### src/rtl/region_guard_pkg.sv
// Shared constants, types and helpers for the AXI region guard.
// Register offsets, bit positions and response codes live here.
package region_guard_pkg;

  localparam logic [7:0] OFF_CTRL   = 8'h00;
  localparam logic [7:0] OFF_STATUS = 8'h04;
  localparam logic [7:0] OFF_VCOUNT = 8'h08;
  localparam logic [7:0] OFF_VADDR  = 8'h0C;
  localparam logic [7:0] OFF_RGN0   = 8'h10;

  localparam logic [1:0] FLD_BASE  = 2'd0;
  localparam logic [1:0] FLD_LIMIT = 2'd1;
  localparam logic [1:0] FLD_PERM  = 2'd2;

  localparam int CTRL_EN  = 0;
  localparam int CTRL_DEF = 1;
  localparam int CTRL_IRQ = 2;

  localparam int PERM_R = 0;
  localparam int PERM_W = 1;
  localparam int PERM_V = 2;

  localparam logic [1:0] RESP_OKAY   = 2'b00;
  localparam logic [1:0] RESP_SLVERR = 2'b10;

  localparam logic [3:0] NO_MATCH = 4'hF;

  typedef enum logic [1:0] {
    CFG_IDLE,
    CFG_WRESP,
    CFG_RDATA
  } cfg_state_t;

  function automatic logic [31:0] apply_strb(
    input logic [31:0] old,
    input logic [31:0] data,
    input logic [3:0]  strb
  );
    logic [31:0] r;
    for (int b = 0; b < 4; b++) begin
      r[8*b +: 8] = strb[b] ? data[8*b +: 8] : old[8*b +: 8];
    end
    return r;
  endfunction

endpackage

### src/rtl/region_match.sv
// Region lookup: inclusive base/limit compare with
// lowest-index priority. Purely combinational.
module region_match
  import region_guard_pkg::*;
#(
  parameter int NUM_REGIONS = 4,
  parameter int ADDR_WIDTH  = 32
) (
  input  logic [ADDR_WIDTH-1:0]                  addr,
  input  logic                                   write,
  input  logic [NUM_REGIONS-1:0][ADDR_WIDTH-1:0] base,
  input  logic [NUM_REGIONS-1:0][ADDR_WIDTH-1:0] limit,
  input  logic [NUM_REGIONS-1:0][2:0]            perm,
  output logic                                   hit,
  output logic [3:0]                             region,
  output logic                                   perm_ok
);

  // Scan downward so the lowest matching index is the last writer.
  always_comb begin
    hit     = 1'b0;
    region  = NO_MATCH;
    perm_ok = 1'b0;
    for (int i = NUM_REGIONS - 1; i >= 0; i--) begin
      if (perm[i][PERM_V] &&
          base[i] <= addr &&
          addr <= limit[i]) begin
        hit     = 1'b1;
        region  = 4'(i);
        perm_ok = write ? perm[i][PERM_W]
                        : perm[i][PERM_R];
      end
    end
  end

endmodule

### src/rtl/axi_region_guard.sv
// AXI4-Lite configured address region guard with a
// single-entry check pipeline and violation tracking.
module axi_region_guard
  import region_guard_pkg::*;
#(
  parameter int ADDR_WIDTH  = 32,
  parameter int NUM_REGIONS = 4,
  parameter int CNT_WIDTH   = 16
) (
  input  logic                  ACLK,
  input  logic                  ARESET,
  input  logic [7:0]            S_AXI_AWADDR,
  input  logic                  S_AXI_AWVALID,
  output logic                  S_AXI_AWREADY,
  input  logic [31:0]           S_AXI_WDATA,
  input  logic [3:0]            S_AXI_WSTRB,
  input  logic                  S_AXI_WVALID,
  output logic                  S_AXI_WREADY,
  output logic [1:0]            S_AXI_BRESP,
  output logic                  S_AXI_BVALID,
  input  logic                  S_AXI_BREADY,
  input  logic [7:0]            S_AXI_ARADDR,
  input  logic                  S_AXI_ARVALID,
  output logic                  S_AXI_ARREADY,
  output logic [31:0]           S_AXI_RDATA,
  output logic [1:0]            S_AXI_RRESP,
  output logic                  S_AXI_RVALID,
  input  logic                  S_AXI_RREADY,
  input  logic                  chk_valid,
  output logic                  chk_ready,
  input  logic [ADDR_WIDTH-1:0] chk_addr,
  input  logic                  chk_write,
  output logic                  res_valid,
  input  logic                  res_ready,
  output logic                  res_allow,
  output logic [3:0]            res_region,
  output logic                  irq
);

  localparam logic [3:0] NR = 4'(NUM_REGIONS);
  localparam logic [CNT_WIDTH-1:0] CNT_ONE = 1;

  cfg_state_t state_q, state_d;
  logic       wr_go, rd_go;

  logic [2:0]           ctrl_q;
  logic                 viol_q;
  logic [CNT_WIDTH-1:0] cnt_q;
  logic [31:0]          vaddr_q;
  logic [1:0]           bresp_q;
  logic [31:0]          rdata_q;

  logic [31:0] base_q  [NUM_REGIONS];
  logic [31:0] limit_q [NUM_REGIONS];
  logic [2:0]  perm_q  [NUM_REGIONS];

  // ---- config FSM ----
  always_comb begin
    state_d = state_q;
    wr_go   = 1'b0;
    rd_go   = 1'b0;
    unique case (state_q)
      CFG_IDLE: begin
        if (S_AXI_AWVALID && S_AXI_WVALID) begin
          wr_go   = 1'b1;
          state_d = CFG_WRESP;
        end else if (S_AXI_ARVALID) begin
          rd_go   = 1'b1;
          state_d = CFG_RDATA;
        end
      end
      CFG_WRESP: if (S_AXI_BREADY) state_d = CFG_IDLE;
      CFG_RDATA: if (S_AXI_RREADY) state_d = CFG_IDLE;
      default:   state_d = CFG_IDLE;
    endcase
    if (ARESET) begin
      wr_go = 1'b0;
      rd_go = 1'b0;
    end
  end

  assign S_AXI_AWREADY = wr_go;
  assign S_AXI_WREADY  = wr_go;
  assign S_AXI_ARREADY = rd_go;
  assign S_AXI_BVALID  = state_q == CFG_WRESP;
  assign S_AXI_RVALID  = state_q == CFG_RDATA;
  assign S_AXI_BRESP   = bresp_q;
  assign S_AXI_RDATA   = rdata_q;
  assign S_AXI_RRESP   = RESP_OKAY;

  // ---- write decode ----
  logic [7:0] wa;
  logic [3:0] w_idx;
  logic       w_ctrl, w_stat, w_rgn, w_ok;

  assign wa     = S_AXI_AWADDR;
  assign w_idx  = wa[7:4] - OFF_RGN0[7:4];
  assign w_ctrl = wa == OFF_CTRL;
  assign w_stat = wa == OFF_STATUS;
  assign w_rgn  = wa[1:0] == 2'b00 &&
                  wa[7:4] >= OFF_RGN0[7:4] &&
                  w_idx < NR &&
                  wa[3:2] != 2'd3;
  assign w_ok   = w_ctrl || w_stat || w_rgn;

  // ---- read decode ----
  logic [7:0]  ra;
  logic [3:0]  r_idx;
  logic        r_rgn;
  logic [31:0] rd_mux;

  assign ra    = S_AXI_ARADDR;
  assign r_idx = ra[7:4] - OFF_RGN0[7:4];
  assign r_rgn = ra[1:0] == 2'b00 &&
                 ra[7:4] >= OFF_RGN0[7:4] &&
                 r_idx < NR;

  always_comb begin
    rd_mux = '0;
    if (ra == OFF_CTRL) begin
      rd_mux = 32'(ctrl_q);
    end else if (ra == OFF_STATUS) begin
      rd_mux = 32'(viol_q);
    end else if (ra == OFF_VCOUNT) begin
      rd_mux = 32'(cnt_q);
    end else if (ra == OFF_VADDR) begin
      rd_mux = vaddr_q;
    end else if (r_rgn) begin
      for (int i = 0; i < NUM_REGIONS; i++) begin
        if (r_idx == 4'(i)) begin
          case (ra[3:2])
            FLD_BASE:  rd_mux = base_q[i];
            FLD_LIMIT: rd_mux = limit_q[i];
            FLD_PERM:  rd_mux = 32'(perm_q[i]);
            default:   rd_mux = '0;
          endcase
        end
      end
    end
  end

  // ---- region lookup ----
  logic [NUM_REGIONS-1:0][ADDR_WIDTH-1:0] base_x, limit_x;
  logic [NUM_REGIONS-1:0][2:0]            perm_x;
  logic       m_hit, m_ok, allow_d;
  logic [3:0] m_region;

  // Table entries are 32-bit; wider check addresses see them zero-extended.
  always_comb begin
    for (int i = 0; i < NUM_REGIONS; i++) begin
      base_x[i]  = ADDR_WIDTH'(base_q[i]);
      limit_x[i] = ADDR_WIDTH'(limit_q[i]);
      perm_x[i]  = perm_q[i];
    end
  end

  region_match #(
    .NUM_REGIONS (NUM_REGIONS),
    .ADDR_WIDTH  (ADDR_WIDTH)
  ) u_match (
    .addr    (chk_addr),
    .write   (chk_write),
    .base    (base_x),
    .limit   (limit_x),
    .perm    (perm_x),
    .hit     (m_hit),
    .region  (m_region),
    .perm_ok (m_ok)
  );

  assign allow_d = !ctrl_q[CTRL_EN] ||
                   (m_hit ? m_ok : ctrl_q[CTRL_DEF]);

  // ---- check pipeline ----
  logic        chk_go, viol_evt, stat_clr;
  logic [31:0] res_addr_q;

  assign chk_ready = !ARESET && (!res_valid || res_ready);
  assign chk_go    = chk_valid && chk_ready;
  assign viol_evt  = res_valid && res_ready && !res_allow;
  assign stat_clr  = wr_go && w_stat &&
                     S_AXI_WSTRB[0] && S_AXI_WDATA[0];

  always_ff @(posedge ACLK or posedge ARESET) begin
    if (ARESET) begin
      res_valid  <= 1'b0;
      res_allow  <= 1'b0;
      res_region <= NO_MATCH;
      res_addr_q <= '0;
    end else if (chk_go) begin
      res_valid  <= 1'b1;
      res_allow  <= allow_d;
      res_region <= m_region;
      res_addr_q <= chk_addr[31:0];
    end else if (res_ready) begin
      res_valid  <= 1'b0;
    end
  end

  // ---- config and status registers ----
  always_ff @(posedge ACLK or posedge ARESET) begin
    if (ARESET) begin
      state_q <= CFG_IDLE;
      ctrl_q  <= '0;
      viol_q  <= 1'b0;
      cnt_q   <= '0;
      vaddr_q <= '0;
      bresp_q <= RESP_OKAY;
      rdata_q <= '0;
      irq     <= 1'b0;
      for (int i = 0; i < NUM_REGIONS; i++) begin
        base_q[i]  <= '0;
        limit_q[i] <= '0;
        perm_q[i]  <= '0;
      end
    end else begin
      state_q <= state_d;
      irq     <= viol_q && ctrl_q[CTRL_IRQ];
      if (wr_go) begin
        bresp_q <= w_ok ? RESP_OKAY : RESP_SLVERR;
        if (w_ctrl && S_AXI_WSTRB[0])
          ctrl_q <= S_AXI_WDATA[2:0];
        for (int i = 0; i < NUM_REGIONS; i++) begin
          if (w_rgn && w_idx == 4'(i)) begin
            case (wa[3:2])
              FLD_BASE: base_q[i] <= apply_strb(
                base_q[i], S_AXI_WDATA, S_AXI_WSTRB);
              FLD_LIMIT: limit_q[i] <= apply_strb(
                limit_q[i], S_AXI_WDATA, S_AXI_WSTRB);
              FLD_PERM: if (S_AXI_WSTRB[0])
                perm_q[i] <= S_AXI_WDATA[2:0];
              default: ;
            endcase
          end
        end
      end
      if (rd_go) rdata_q <= rd_mux;
      // A fresh violation outranks a same-cycle W1C.
      if (viol_evt) begin
        viol_q <= 1'b1;
        if (!viol_q) vaddr_q <= res_addr_q;
        if (cnt_q != '1) cnt_q <= cnt_q + CNT_ONE;
      end else if (stat_clr) begin
        viol_q <= 1'b0;
      end
    end
  end

endmodule

### config.mk
export PLATFORM = sky130hd
export DESIGN_NAME = axi_region_guard
export DESIGN_NICKNAME = d
export VERILOG_FILES = /design/src/rtl/region_guard_pkg.sv /design/src/rtl/region_match.sv /design/src/rtl/axi_region_guard.sv
export SDC_FILE = /design/constraint.sdc
export NUM_CORES = 1
export LEC_CHECK = 0
export CORE_MARGIN = 2
export CORE_UTILIZATION = 30
export CTS_BUF_LIST = sky130_fd_sc_hd__clkbuf_8
export CTS_CLUSTER_DIAMETER = 60
export DETAILED_ROUTE_END_ITERATION = 10
export GPL_ROUTABILITY_DRIVEN = 0
export PLACE_DENSITY = 0.56
export RECOVER_POWER = 25
export SYNTH_ARGS = -nofsm -noshare
export SYNTH_HDL_FRONTEND = slang
export SYNTH_HIERARCHICAL = 1
export SYNTH_SLANG_ARGS = --single-unit
export TNS_END_PERCENT = 30
### constraint.sdc
create_clock -name ACLK -period 17.8 [get_ports ACLK]
set_clock_uncertainty 0.05 [all_clocks]
set_input_delay 5.34 -clock ACLK [delete_from_list [all_inputs] [get_ports ACLK]]
set_output_delay 5.34 -clock ACLK [all_outputs]
set_load 0.02 [all_outputs]
==> impl_metrics.yaml <==
clocking:
  hold_buffers: 0
  cts_max_path_buffers: 3
  numCtsBuffers: 68
  clk_pin_slew_worst_paths_ps: 60
  cts_resized: 0
  insertion_delay_ps: 670
  cts_tree: "built"
  cts-htree-levels: 3
  cts_setup_buffers: 0
  cts_sinks: 394
  cts_root_buffer: "clkbuf_8"
grt:
  grt_start_max_net_pins: 117
  grt_pass1_vias: 18600
  grt_overflow: 0
  track_usage_pct: 19.1
  antenna_found_initial: 7
  grt_pass1_wl_mm: 118
timing:
  drv_slew: 294
  setup_viol: 0
  finalHoldViolations: 0
  period_share_pct: 74.8
  tightestPinTransition_ps: 5310
  max_freq_mhz: 75.1
  fin_ws_ps: 4490
  rsz0062_at_grt: "no"
  finalHoldWorstSlack_ps: 422
  fin_crit_ps: 13310
  setup_tns_ps: 0
  relSlewSlack_pct: -256
cells_and_area:
  nFillCells: 7852
  mostFrequentLayoutCells: "390 x dfrtp_1, 346 x mux2_2, 257 x ha_1, 194 x inv_1, 134 x mux2i_1"
  register_area_um2: 9860
  fin_nets: 2658
  drive_gt1_share_pct: 22.0
  multiInputGateArea_um2: 13100
  area_growth_pct: 16.2
  layout_commonest_cell: "dfrtp_1"
placed_design:
  port_buffers: 139
  preCtsSetupSlack_ps: 4860
  dp_hpwl_mm: 57.5
drt:
  num_vias: 18200
  ant_nets: 0
  routed_wirelength_mm: 78.7
  drtIter0Drc: 1351
  vias_per_cell: 5.34
  first_pass_iters: 5
  post_drt_wl_per_cell_um: 23.1
  drc: 0
setup_path:
  reg2regPathDepth: 12
  startpoint: "ARESET"
  r2r_slack_ps: 14010
  cpMaxStageDelayCell: "clkdlybuf4s50_1"
  critPathLaunchType: "input port"
  path_delay_family: "buffers and inverters"
  cp.arrival_ps: 7920
  slowest_delay_ps: 750
  critical_path_buf_inv_count: 3
  cp-end-kind: "primary output"
  r2r-start: "limit_q[63]$_DFFE_PP0P_"
  cp_data_required_time_ps: 12410
  crit_fanout: 10
  r2r-end: "res_allow$_DFFE_PP0P_"
  path_cells: "dlygate4sd3_1, nor3_1, and3_1, clkbuf_1, clkdlybuf4s50_1"
  critPathKind: "input port to primary output"
logic_synthesis:
  synth-xor-area-share_pct: 0.403
  synthSimpleGateAreaFrac_pct: 8.68
  synthAdderAreaFrac_pct: 13.5
  synth_area_um2: 23900
  synth_compound_area_share_pct: 10.1
  synth_top_family_by_area: "multiplexers"
  synth_top_flop_cell: "dfrtp_1"
  ys_seq_area_share_pct: 41.3
  synthMuxAreaShare_pct: 22.2
  yosysUniqueCellTypes: 73
  async_flop_share_pct: 100
  ys_seq_elements: 394
  synth_edf_count: 0
  netlist_instances: 2141
  yosys_warnings: 6
  avgSynthCellArea_um2: 11.2
floorplan:
  die_area_um2: 81900
  num_io_pins: 143
  fp.dieH_um: 286
  start_util_pct: 30.3
  die_w_um: 286
  core-area_um2: 78900
  rows: 103
power:
  p_leak_nw: 13.0
  peakVddDrop_mv: 0.0304
  total_power_mw: 1.98
  powerDensity_nw_per_um2: 71.4
hold_path:
  hold_end: "res_allow$_DFFE_PP0P_"
  hp-start: "ctrl_q[0]$_DFFE_PP0P_"
  min_delay_path_depth: 1
  worstHoldPathType: "flop to flop"
run_status:
  failed_checks: "max-capacitance violations, max-slew violations"
  status: "finished, violations left"
run:
  cap_violations: 4
==> sequential cells by signal (all words and copies together), names as in the netlist <==
name	count
res_allow	1
viol_q	1
res_addr_q	32
cnt_q	16
state_q	2
S_AXI_BRESP	1
limit_q	128
irq	1
res_valid	1
S_AXI_RDATA	32
base_q	128
res_region	4
ctrl_q	3
perm_q	12
vaddr_q	32
==> layer usage <==
metal	part of all wire, %	global-route usage [%]
met5	0.081	0
met3	6.9	4.11
met2	44	29.3
met1	45	26.0
met4	3.6	8.12
==> how the worst max path moves through the flow <==
stage	to	slack, ps	cells after the start
final	S_AXI_WREADY	4490	5
after global routing	limit_q[70]$_DFFE_PP0P_	4250	4
after CTS	S_AXI_ARREADY	4850	6
after detailed placement	S_AXI_ARREADY	4860	6
after global placement	S_AXI_ARREADY	4910	6
after floorplan	S_AXI_BRESP[1]$_DFFE_PP0P_	1460	1
==> logic make-up after synthesis <==
logic type | Yosys count
multiplexers | 484
flip-flops | 394
AO/OA/AOI/OAI | 381
AND/OR/NAND/NOR | 377
adder cells (fa/ha/maj) | 257
buffers and inverters | 236
XOR/XNOR | 11
other | 1
==> through the flow <==
stage          cell area (um^2)  instances  util, %
2_1_floorplan             23900       2143        -
3_3_place_gp              26500       3287     33.6
3_5_place_dp              26500       3287     33.6
4_1_cts                   27800       3401     35.2
5_1_grt                   27800       3403     35.2
6_report                  27800       3404     35.2
==> synth_stat cells (7+ instances only) <==
| master | number | area share (%) |
|---|---|---|
| nand2b_1 | 13 | 0.34 |
| nand2_1 | 93 | 1.5 |
| a211oi_1 | 14 | 0.44 |
| clkbuf_1 | 36 | 0.57 |
| buf_1 | 15 | 0.24 |
| o22ai_1 | 63 | 1.7 |
| o21ai_0 | 76 | 1.6 |
| nand3_1 | 30 | 0.63 |
| nor3_1 | 18 | 0.38 |
| dfrtp_1 | 390 | 41 |
| a21o_1 | 45 | 1.4 |
| a22oi_1 | 16 | 0.50 |
| a21oi_1 | 93 | 1.9 |
| nor2b_1 | 27 | 0.71 |
| o211ai_1 | 25 | 0.79 |
| xor2_1 | 9 | 0.33 |
| a31oi_1 | 7 | 0.18 |
| nor2_1 | 56 | 0.88 |
| ha_1 | 257 | 13 |
| mux2_2 | 346 | 16 |
| nor2_2 | 21 | 0.55 |
| nand4_1 | 55 | 1.4 |
| inv_1 | 175 | 2.8 |
| mux2i_1 | 134 | 5.6 |
| nor4_1 | 12 | 0.31 |
==> power by group <==
group / switching (mW) / internal [mW]
Combinational: 0.134 / 0.0917
Sequential: 0.0221 / 0.929
Clock: 0.387 / 0.416
==> area by class of cell <==
type,count,area share (%)
inverter,175,2.37
clock buffer,82,4.07
tap,1050,4.73
antenna,3,0.0270
multi-input combinational,1513,47.3
timing repair buffer,155,5.40
sequential,394,35.5
clock inverter,32,0.550
(Power assumes the default switching activity.)
